$ cat config.mk
export PLATFORM = sky130hd
export DESIGN_NAME = bus_arbiter
export DESIGN_NICKNAME = d
export VERILOG_FILES = /design/src/rtl/bus_arbiter.sv
export SDC_FILE = /design/constraint.sdc
export NUM_CORES = 1
export LEC_CHECK = 0
export CORE_MARGIN = 10
export CORE_UTILIZATION = 55
export DETAILED_ROUTE_END_ITERATION = 10
export PLACE_DENSITY = 0.91
export RECOVER_POWER = 25
export SYNTH_ARGS = -nofsm -noshare
export SYNTH_HDL_FRONTEND = slang
export SYNTH_SLANG_ARGS = --single-unit
$ cat constraint.sdc
create_clock -name clock -period 6.55 [get_ports clock]
set_clock_uncertainty 0.2 [all_clocks]
set_input_delay 1.31 -clock clock [delete_from_list [all_inputs] [get_ports clock]]
set_output_delay 1.31 -clock clock [all_outputs]
set_load 0.01 [all_outputs]
$ cat src/rtl/bus_arbiter.sv
// rtl/bus_arbiter.sv - round-robin bus arbiter with one dead cycle between owners
//
// Grants a shared bus to one of NREQ requesters and drives the binary select
// of the bus mux tree. A TURN cycle with no owner separates any two grants, so
// two sources never drive the bus in the same cycle.
//
// Optional feature macro: BUS_ARB_TIMEOUT_EN (forced revoke after MAX_HOLD
// grant cycles when another requester is waiting).
//
// Ports:
//   clock     in   1     rising-edge clock
//   clear     in   1     asynchronous active-high reset
//   req       in   NREQ  request level per source, held high while in use
//   grant     out  NREQ  one-hot grant, zero when the bus has no owner
//   sel       out  SELW  binary index of current/last owner (bus mux select)
//   bus_valid out  1     grant[sel] owns the bus this cycle
//   timeout   out  1     one-cycle pulse on a forced revoke

module bus_arbiter #(
  parameter int NREQ     = 32,
  parameter int SELW     = 5,
  parameter int MAX_HOLD = 16
) (
  input  logic            clock,
  input  logic            clear,
  input  logic [NREQ-1:0] req,
  output logic [NREQ-1:0] grant,
  output logic [SELW-1:0] sel,
  output logic            bus_valid,
  output logic            timeout
);

  if (NREQ < 1 || NREQ > (1 << SELW)) begin : g_bad_nreq
    $error("bus_arbiter: NREQ must be in 1..2**SELW");
  end
  if (MAX_HOLD < 2) begin : g_bad_hold
    $error("bus_arbiter: MAX_HOLD must be at least 2");
  end

  typedef enum logic [1:0] {
    IDLE  = 2'd0,
    GRANT = 2'd1,
    TURN  = 2'd2
  } state_t;

  state_t          state, state_n;
  logic [SELW-1:0] last, last_n;
  logic [SELW-1:0] sel_n;
  logic [NREQ-1:0] grant_n;
  logic            bus_valid_n;

  logic [SELW-1:0] winner;
  logic [SELW-1:0] win_hi, win_lo;
  logic            found_hi, found_lo;
  logic            any_req;
  logic            owner_req;
  logic            revoke;

  assign any_req   = |req;
  // grant is one-hot on sel while owning, so this is req[sel] during GRANT
  assign owner_req = |(req & grant);

  // Round-robin pick: first requester above last, otherwise first from index 0.
  always_comb begin
    found_hi = 1'b0;
    found_lo = 1'b0;
    win_hi   = '0;
    win_lo   = '0;
    for (int i = 0; i < NREQ; i++) begin
      if (req[i]) begin
        if (!found_hi && (i > int'(last))) begin
          found_hi = 1'b1;
          win_hi   = SELW'(i);
        end
        if (!found_lo) begin
          found_lo = 1'b1;
          win_lo   = SELW'(i);
        end
      end
    end
    winner = found_hi ? win_hi : win_lo;
  end

  always_comb begin
    state_n     = state;
    grant_n     = grant;
    sel_n       = sel;
    bus_valid_n = bus_valid;
    last_n      = last;
    case (state)
      IDLE, TURN: begin
        if (any_req) begin
          state_n     = GRANT;
          grant_n     = NREQ'(1) << winner;
          sel_n       = winner;
          last_n      = winner;
          bus_valid_n = 1'b1;
        end else begin
          state_n     = IDLE;
          grant_n     = '0;
          bus_valid_n = 1'b0;
        end
      end
      GRANT: begin
        // sel holds through TURN so the mux select does not glitch
        if (!owner_req || revoke) begin
          state_n     = TURN;
          grant_n     = '0;
          bus_valid_n = 1'b0;
        end
      end
      default: begin
        state_n     = IDLE;
        grant_n     = '0;
        bus_valid_n = 1'b0;
      end
    endcase
  end

  always_ff @(posedge clock or posedge clear) begin
    if (clear) begin
      state     <= IDLE;
      grant     <= '0;
      sel       <= '0;
      bus_valid <= 1'b0;
      last      <= SELW'(NREQ - 1);
    end else begin
      state     <= state_n;
      grant     <= grant_n;
      sel       <= sel_n;
      bus_valid <= bus_valid_n;
      last      <= last_n;
    end
  end

`ifdef BUS_ARB_TIMEOUT_EN
  localparam int HW = $clog2(MAX_HOLD);
  localparam logic [HW-1:0] HOLD_LAST = HW'(MAX_HOLD - 1);

  logic [HW-1:0] hold_cnt, hold_cnt_n;
  logic          timeout_r, timeout_n;

  // Only revoke when someone else is waiting; a lone owner keeps the bus.
  assign revoke = (hold_cnt == HOLD_LAST) && ((req & ~grant) != '0);

  always_comb begin
    hold_cnt_n = hold_cnt;
    timeout_n  = 1'b0;
    case (state)
      GRANT: begin
        if (owner_req && revoke) begin
          timeout_n = 1'b1;
        end else if (owner_req && (hold_cnt != HOLD_LAST)) begin
          hold_cnt_n = hold_cnt + 1'b1;
        end
      end
      default: hold_cnt_n = '0;
    endcase
  end

  always_ff @(posedge clock or posedge clear) begin
    if (clear) begin
      hold_cnt  <= '0;
      timeout_r <= 1'b0;
    end else begin
      hold_cnt  <= hold_cnt_n;
      timeout_r <= timeout_n;
    end
  end

  assign timeout = timeout_r;
`else
  assign revoke  = 1'b0;
  assign timeout = 1'b0;
`endif

endmodule
==> impl_results.md, run 1 <==
- Outcome: finished, violations left
- Violated checks: capacitance limit, slew limit
- Reg clk slew, reported paths: 0.10 ns
- Placed insts: 531
- Final-report hold violation count: 0
- WS Path Type: in -> reg
- Post-synth EDFFs: 0
- Hold-fix buffers, CTS: 0
- Num Clock Sinks: 45
- Mapped Cells: 411
- Top_reg_cell synth: dfrtp_1
- Die Ht: 99.2 um
- Die ar.: 9840 um2
- DP Wirelength: 9.49 mm
- Ys Warns: 0
- Core area: 5990 um2
- Post-synthesis register bit count: 45
- Starting DRT DRC Count: 568
- Placement Setup Slack: 1.44 ns
- Synth cell types: 72
- Post-CTS setup buffer count: 0
- CP Cell Sequence: clkdlybuf4s50_1, nor4_2, nand4_2, or4_4, o21bai_1, o211a_1, nor3_2, o21ai_0
- Avg Vias per Cell: 7.36
- Worst Path Max Fanout: 16
- Worst path max stage delay: 0.93 ns
- Antenna-violating nets left: 0
- Layout cell share with drive strength beyond 1: 7.97%
- First-pass DRT Iterations: 5
- Ports: 73
- Hold EP: state[1]$_DFFE_PP0P_
- Lkg Pwr: 0.00161 uW
- Hold Path Depth: 1
- Synthesized Nets: 445
- Sequential area share after synthesis: 32.8%
- PortBufs: 71
- Family with the most delay on the worst path: simple AND/OR/NAND/NOR gates
- Area growth syn-to-layout: 22.7%
- Initial antenna violation count: 0
- Crit path DAT: 4.76 ns
- Fmax: 208 MHz
- Largest net degree at the start of global routing: 46
- Max Root-Sink Buffers: 2
- R2R cell count: 8
- Fin crit share: 73.4%
- Max-slew violation count: 46
- Die W: 99.2 um
- Final Setup Violations: 0
- RSZ-0062 raised after global routing: false
- DRT Wirelength: 13.0 mm
- Async set or reset register ratio after synthesis: 100%
- Setup ws final: 1.74 ns
- TritonCTS Buffers: 5
- Required time of the critical path: 6.50 ns
- Setup TNS: 0 ns
- DR WL/cell: 24.2 um
- Initial Utilization: 57.6%
- VDD IR-drop max: 0.000304 V
- Hold wc startpoint: state[1]$_DFFE_PP0P_
- H-tree Lvls: 2
- Slowest-stage cell, CP: nor3_2
- Worst r2r src: last[3]$_DFFE_PP1P_
- Worst relative slew slack: -65.1%
- ANT cells: 0
- Max_cap viols: 1
- CTS tree: yes
- Core Rows: 28
- Grt ovf: 0
- Total power: 1450 uW
- R2r setup slk: 2.55 ns
- Crit end category: flip-flop
- Hold WS: 0.274 ns
- Clk Latency, worst-skew pair: 0.31 ns
- CP startpoint kind: input port
- Pwr/cell area: 343 nW/um2
- Vias in the first global route: 3696
- GP Congestion: 1.07
- Worst reg2reg endpoint: grant[28]$_DFFE_PP0P_
- Post_cts resized: 0
- Slew @ Worst Pin: 2.48 ns
- Drt drc: 0
- Fin crit period: 4.81 ns
- First-pass GRT wire length: 20.3 mm
- Fin cells: 539
- Final #Nets: 497
- Root buffer cell: clkbuf_8
- Via count: 3969
- Hold Crit Class: reg -> reg
- GRT Total Usage: 25.1%
- Synthesized area per cell: 8.40 um2
- Post-Syn Area: 3450 um2
- WP buf/inv: 1
flip-flops by register name, summed over array words and instances (netlist names):
register and count:
bus_valid 1, grant 32, last 5, sel 5
state 2
placed cells by master, fill, tap and decap left out, drive strengths merged, types with 6 or more instances in the layout:
| cell | instances |
|---|---|
| nand2 | 61 |
| inv | 16 |
| nor2 | 24 |
| nor3 | 9 |
| nand3 | 12 |
| nand4 | 11 |
| a21oi | 20 |
| clkdlybuf4s50 | 70 |
| nand2b | 6 |
| a22oi | 17 |
| clkbuf | 6 |
| nor4 | 10 |
| dfrtp | 40 |
| o21ai | 28 |
| a32o | 25 |
synth_stat cells (3+ instances only):
library cell,n,share of area (%)
and2_1,3,0.54
nand4_1,10,1.8
o221ai_1,5,1.3
o21ai_1,9,1.3
dfstp_2,5,3.8
clkbuf_1,10,1.1
nor2_1,23,2.5
nor4_2,3,1.1
nor4_1,5,0.91
nand2_1,61,6.6
nor3_1,7,1.0
nand4b_1,3,0.76
o21ai_0,19,2.8
o31a_1,3,0.76
a32o_1,25,7.3
or2_2,3,0.54
o21bai_1,3,0.65
nand2b_1,6,1.1
a21oi_1,20,2.9
o311ai_0,3,0.76
a221oi_1,5,1.3
a21boi_0,3,0.65
nor3b_1,4,0.87
a211oi_1,3,0.65
inv_1,16,1.7
buf_2,16,2.3
dfrtp_1,40,29
a22o_1,4,1.0
o31ai_1,4,0.87
nor2b_1,5,0.91
o2111ai_1,3,0.76
nand3_1,12,1.7
o32ai_1,5,1.3
a22oi_1,17,3.7
routing by layer:
metal | global-route usage [%] | wire, um | vias up
met3 | 6.92 | 1750 | 48
met1 | 34.1 | 5170 | 1875
li1 | - | - | 1717
met5 | 0 | 0 | -
met4 | 7.61 | 355 | 0
met2 | 37.7 | 5750 | 329
logic make-up after synthesis:
logic type	count (synthesis)	share of synthesized area, %
AOI/OAI and AO/OA	161	36.4
and+or+nand+nor	159	24.9
DFF	45	32.8
buffers and inverters	45	5.80
other	1	0.109
through the flow:
step                      instance area, um2  util [%]
after floorplan                         3450         -
after detailed placement                4140      69.2
final                                   4230      70.7
after CTS                               4240      70.7
after global placement                  4140      69.2
after global routing                    4230      70.7
cell type report:
class,count,area [um2]
multi-input combinational,321,2120
fill,469,1760
sequential,45,1130
timing repair buffer,74,729
tap,75,93.8
clock buffer,5,68.8
inverter,16,60.1
clock inverter,3,25.0
how the worst max path moves through the flow:
| stage | start | endpoint | slack (ns) | cells past startpoint |
|---|---|---|---|---|
| detailed placement | req[7] | grant[30]$_DFFE_PP0P_ | 1.44 | 8 |
| global route | req[7] | grant[22]$_DFFE_PP0P_ | 1.57 | 8 |
| global placement | req[7] | grant[22]$_DFFE_PP0P_ | 1.55 | 8 |
| floorplan | req[2] | grant[4]$_DFFE_PP0P_ | 2.60 | 10 |
| finish | req[7] | grant[30]$_DFFE_PP0P_ | 1.74 | 8 |
| CTS | req[7] | grant[30]$_DFFE_PP0P_ | 1.76 | 8 |
report_power, final:
| part | total (uW) | leakage, uW | internal [uW] | switching, uW |
|---|---|---|---|---|
| combinational | 787 | 0.000973 | 277 | 510 |
| clock | 186 | 0.0000447 | 77.2 | 108 |
| sequential | 477 | 0.000598 | 347 | 130 |
| total | 1450 | 0.00161 | 701 | 749 |
No activity file was read; power rests on OpenSTA's default activity.
==> inputs of run 2 (changes only) <==
--- a/config.mk
+++ b/config.mk
@@ -6,9 +6,9 @@
 export NUM_CORES = 1
 export LEC_CHECK = 0
 export CORE_MARGIN = 10
-export CORE_UTILIZATION = 55
+export CORE_UTILIZATION = 47
 export DETAILED_ROUTE_END_ITERATION = 10
-export PLACE_DENSITY = 0.91
+export PLACE_DENSITY = 0.84
 export RECOVER_POWER = 25
 export SYNTH_ARGS = -nofsm -noshare
 export SYNTH_HDL_FRONTEND = slang
==> constraint.sdc (replaced) <==
create_clock -name clock -period 3.85 [get_ports clock]
set_clock_uncertainty 0.2 [all_clocks]
set_input_delay 0.77 -clock clock [delete_from_list [all_inputs] [get_ports clock]]
set_output_delay 0.77 -clock clock [all_outputs]
set_load 0.01 [all_outputs]
==> run 2 against run 1 <==
The flow now finishes without violations. Global-route usage down 0.075 points. Cell count up 19%. Non-clock buffer count up 81.
==> impl_results.md, run 2 (synthesis gave the netlist of run 1 again) <==
- R2R cell count: 9
- TritonCTS Buffers: 5
- Hold-fix buffers, CTS: 0
- Root buffer cell: clkbuf_8
- Crit end category: flip-flop
- Lkg Pwr: 0.00202 uW
- DR WL/cell: 22.2 um
- Fin crit share: 93.9%
- Post_cts resized: 0
- Max_cap viols: 0
- Clk Latency, worst-skew pair: 0.31 ns
- Commonest non-fill, non-tap cell in the layout: buf_4
- Post-CTS setup buffer count: 0
- DRT Wirelength: 14.3 mm
- Placed instance area: 4820 um2
- Worst relative slew slack: 31.8%
- Hold Crit Class: reg -> reg
- Most flops, register: grant
- Worst path max stage delay: 0.56 ns
- Outcome: completed
- First-pass GRT wire length: 22.6 mm
- GRT Total Usage: 25.0%
- CP Cell Sequence: clkdlybuf4s50_1, buf_4, nor2b_1, o21ai_0, and3_1, nand4_1, o311ai_1, buf_4, nor2_1, buf_4, a32o_1
- Highest metal used: met4
- Initial Utilization: 47.8%
- Num Clock Sinks: 45
- Largest net degree at the start of global routing: 31
- Die W: 106 um
- Fin area: 4920 um2
- Critical Path Start: req[1]
- Core Rows: 31
- Setup crit end: grant[28]$_DFFE_PP0P_
- Worst reg2reg endpoint: grant[28]$_DFFE_PP0P_
- Setup ws final: 0.235 ns
- Fmax: 277 MHz
- Die Ht: 106 um
- Worst r2r src: last[3]$_DFFE_PP1P_
- Fin util: 68.2%
- Wire length on met3: 1.53 mm
- Placement Setup Slack: -0.243 ns
- Worst Path Max Fanout: 8
- Met2 wire len: 6.67 mm
- Final #Nets: 578
- R2r setup slk: 0.25 ns
- PortBufs: 71
- Most frequent cells in the layout: buf_4 (80), clkdlybuf4s50_1 (70), nand2_1 (61), dfrtp_1 (40), a32o_1 (25)
- Grt ovf: 0
- Die ar.: 11200 um2
- Via count: 4243
- Fin cells: 644
- Drt drc: 0
- Avg Vias per Cell: 6.59
- Placed insts: 636
- Area growth syn-to-layout: 42.6%
- Ports: 73
- Starting DRT DRC Count: 388
- Max reg flops: 32
- Regs by FF count: grant: 32 flops, last: 5 flops, sel: 5 flops
- Pwr/cell area: 563 nW/um2
- WL met1: 5.65 mm
- Antenna-violating nets left: 0
- Crit path DAT: 3.62 ns
- Slowest-stage cell, CP: o311ai_1
- GP Congestion: 1.07
- Vias in the first global route: 4133
- Reg clk slew, reported paths: 0.09 ns
- CTS tree: yes
- CP startpoint kind: input port
- H-tree Lvls: 2
- Slew @ Worst Pin: 1.02 ns
- Final-report hold violation count: 0
- DP Wirelength: 11.2 mm
- WS Path Type: in -> reg
- Max Root-Sink Buffers: 2
- First-pass DRT Iterations: 5
- Most Frequent Cell on Critical Path: buf_4
- Core area: 7210 um2
- Required time of the critical path: 3.85 ns
- Fin crit period: 3.61 ns
- VDD IR-drop max: 0.000517 V
- Initial antenna violation count: 0
- Max-slew violation count: 0
- Final Setup Violations: 0
- ANT cells: 0
- Setup TNS: 0 ns
- RSZ-0062 raised after global routing: false
- Layout cell share with drive strength beyond 1: 21.8%
==> run 2: cell count changes in the layout (fill, tap and decap cells not counted), sizes merged <==
cell / delta
buf: +81
clkinv: -1
inv: +1
==> run 2: stage by stage <==
stage	power [uW]	hold slack, ns
finish	2770	0.278
floorplan	1650	0.210
detailed placement	2410	0.246
global placement	2390	0.244
global route	2940	0.300
CTS	2720	0.269
==> run 2: worst min-delay path by stage <==
stage / startpoint / to / slack (ns) / cells past startpoint
global placement: state[1]$_DFFE_PP0P_ / state[1]$_DFFE_PP0P_ / 0.24 / 1
detailed placement: state[1]$_DFFE_PP0P_ / state[1]$_DFFE_PP0P_ / 0.25 / 1
CTS: state[1]$_DFFE_PP0P_ / state[1]$_DFFE_PP0P_ / 0.27 / 1
floorplan: state[1]$_DFFE_PP0P_ / state[1]$_DFFE_PP0P_ / 0.21 / 1
finish: state[1]$_DFFE_PP0P_ / state[1]$_DFFE_PP0P_ / 0.28 / 1
global route: state[1]$_DFFE_PP0P_ / state[1]$_DFFE_PP0P_ / 0.30 / 1
==> run 2: where the power goes <==
group          internal [uW]  switching (uW)  leakage [uW]  total (uW)
registers                591             208      0.000598         799
logic                    726             930       0.00138        1660
clock network            132             181     0.0000452         314
total                   1450            1320       0.00202        2770
==> run 2: cell type report <==
type / instances / area (um2)
inverters: 16 / 60.1
multi-input cells: 321 / 2140
clock inverters: 3 / 25.0
clock buffers: 5 / 68.8
fillers: 607 / 2290
flip-flops and latches: 45 / 1130
repair buffers: 155 / 1380
well taps: 99 / 124
==> run 2: worst max-delay path: cells and delay by family <==
family,cells,cell delay (ns)
compound gates,3,1.10
simple gates,4,0.68
buf+inv,4,1.06
==> run 2: layer usage <==
metal / GRT usage (%) / up-vias
met2: 40.1 / 288
met1: 31.7 / 2037
li1: - / 1879
met5: 0 / -
met4: 9.09 / 0
met3: 6.39 / 39
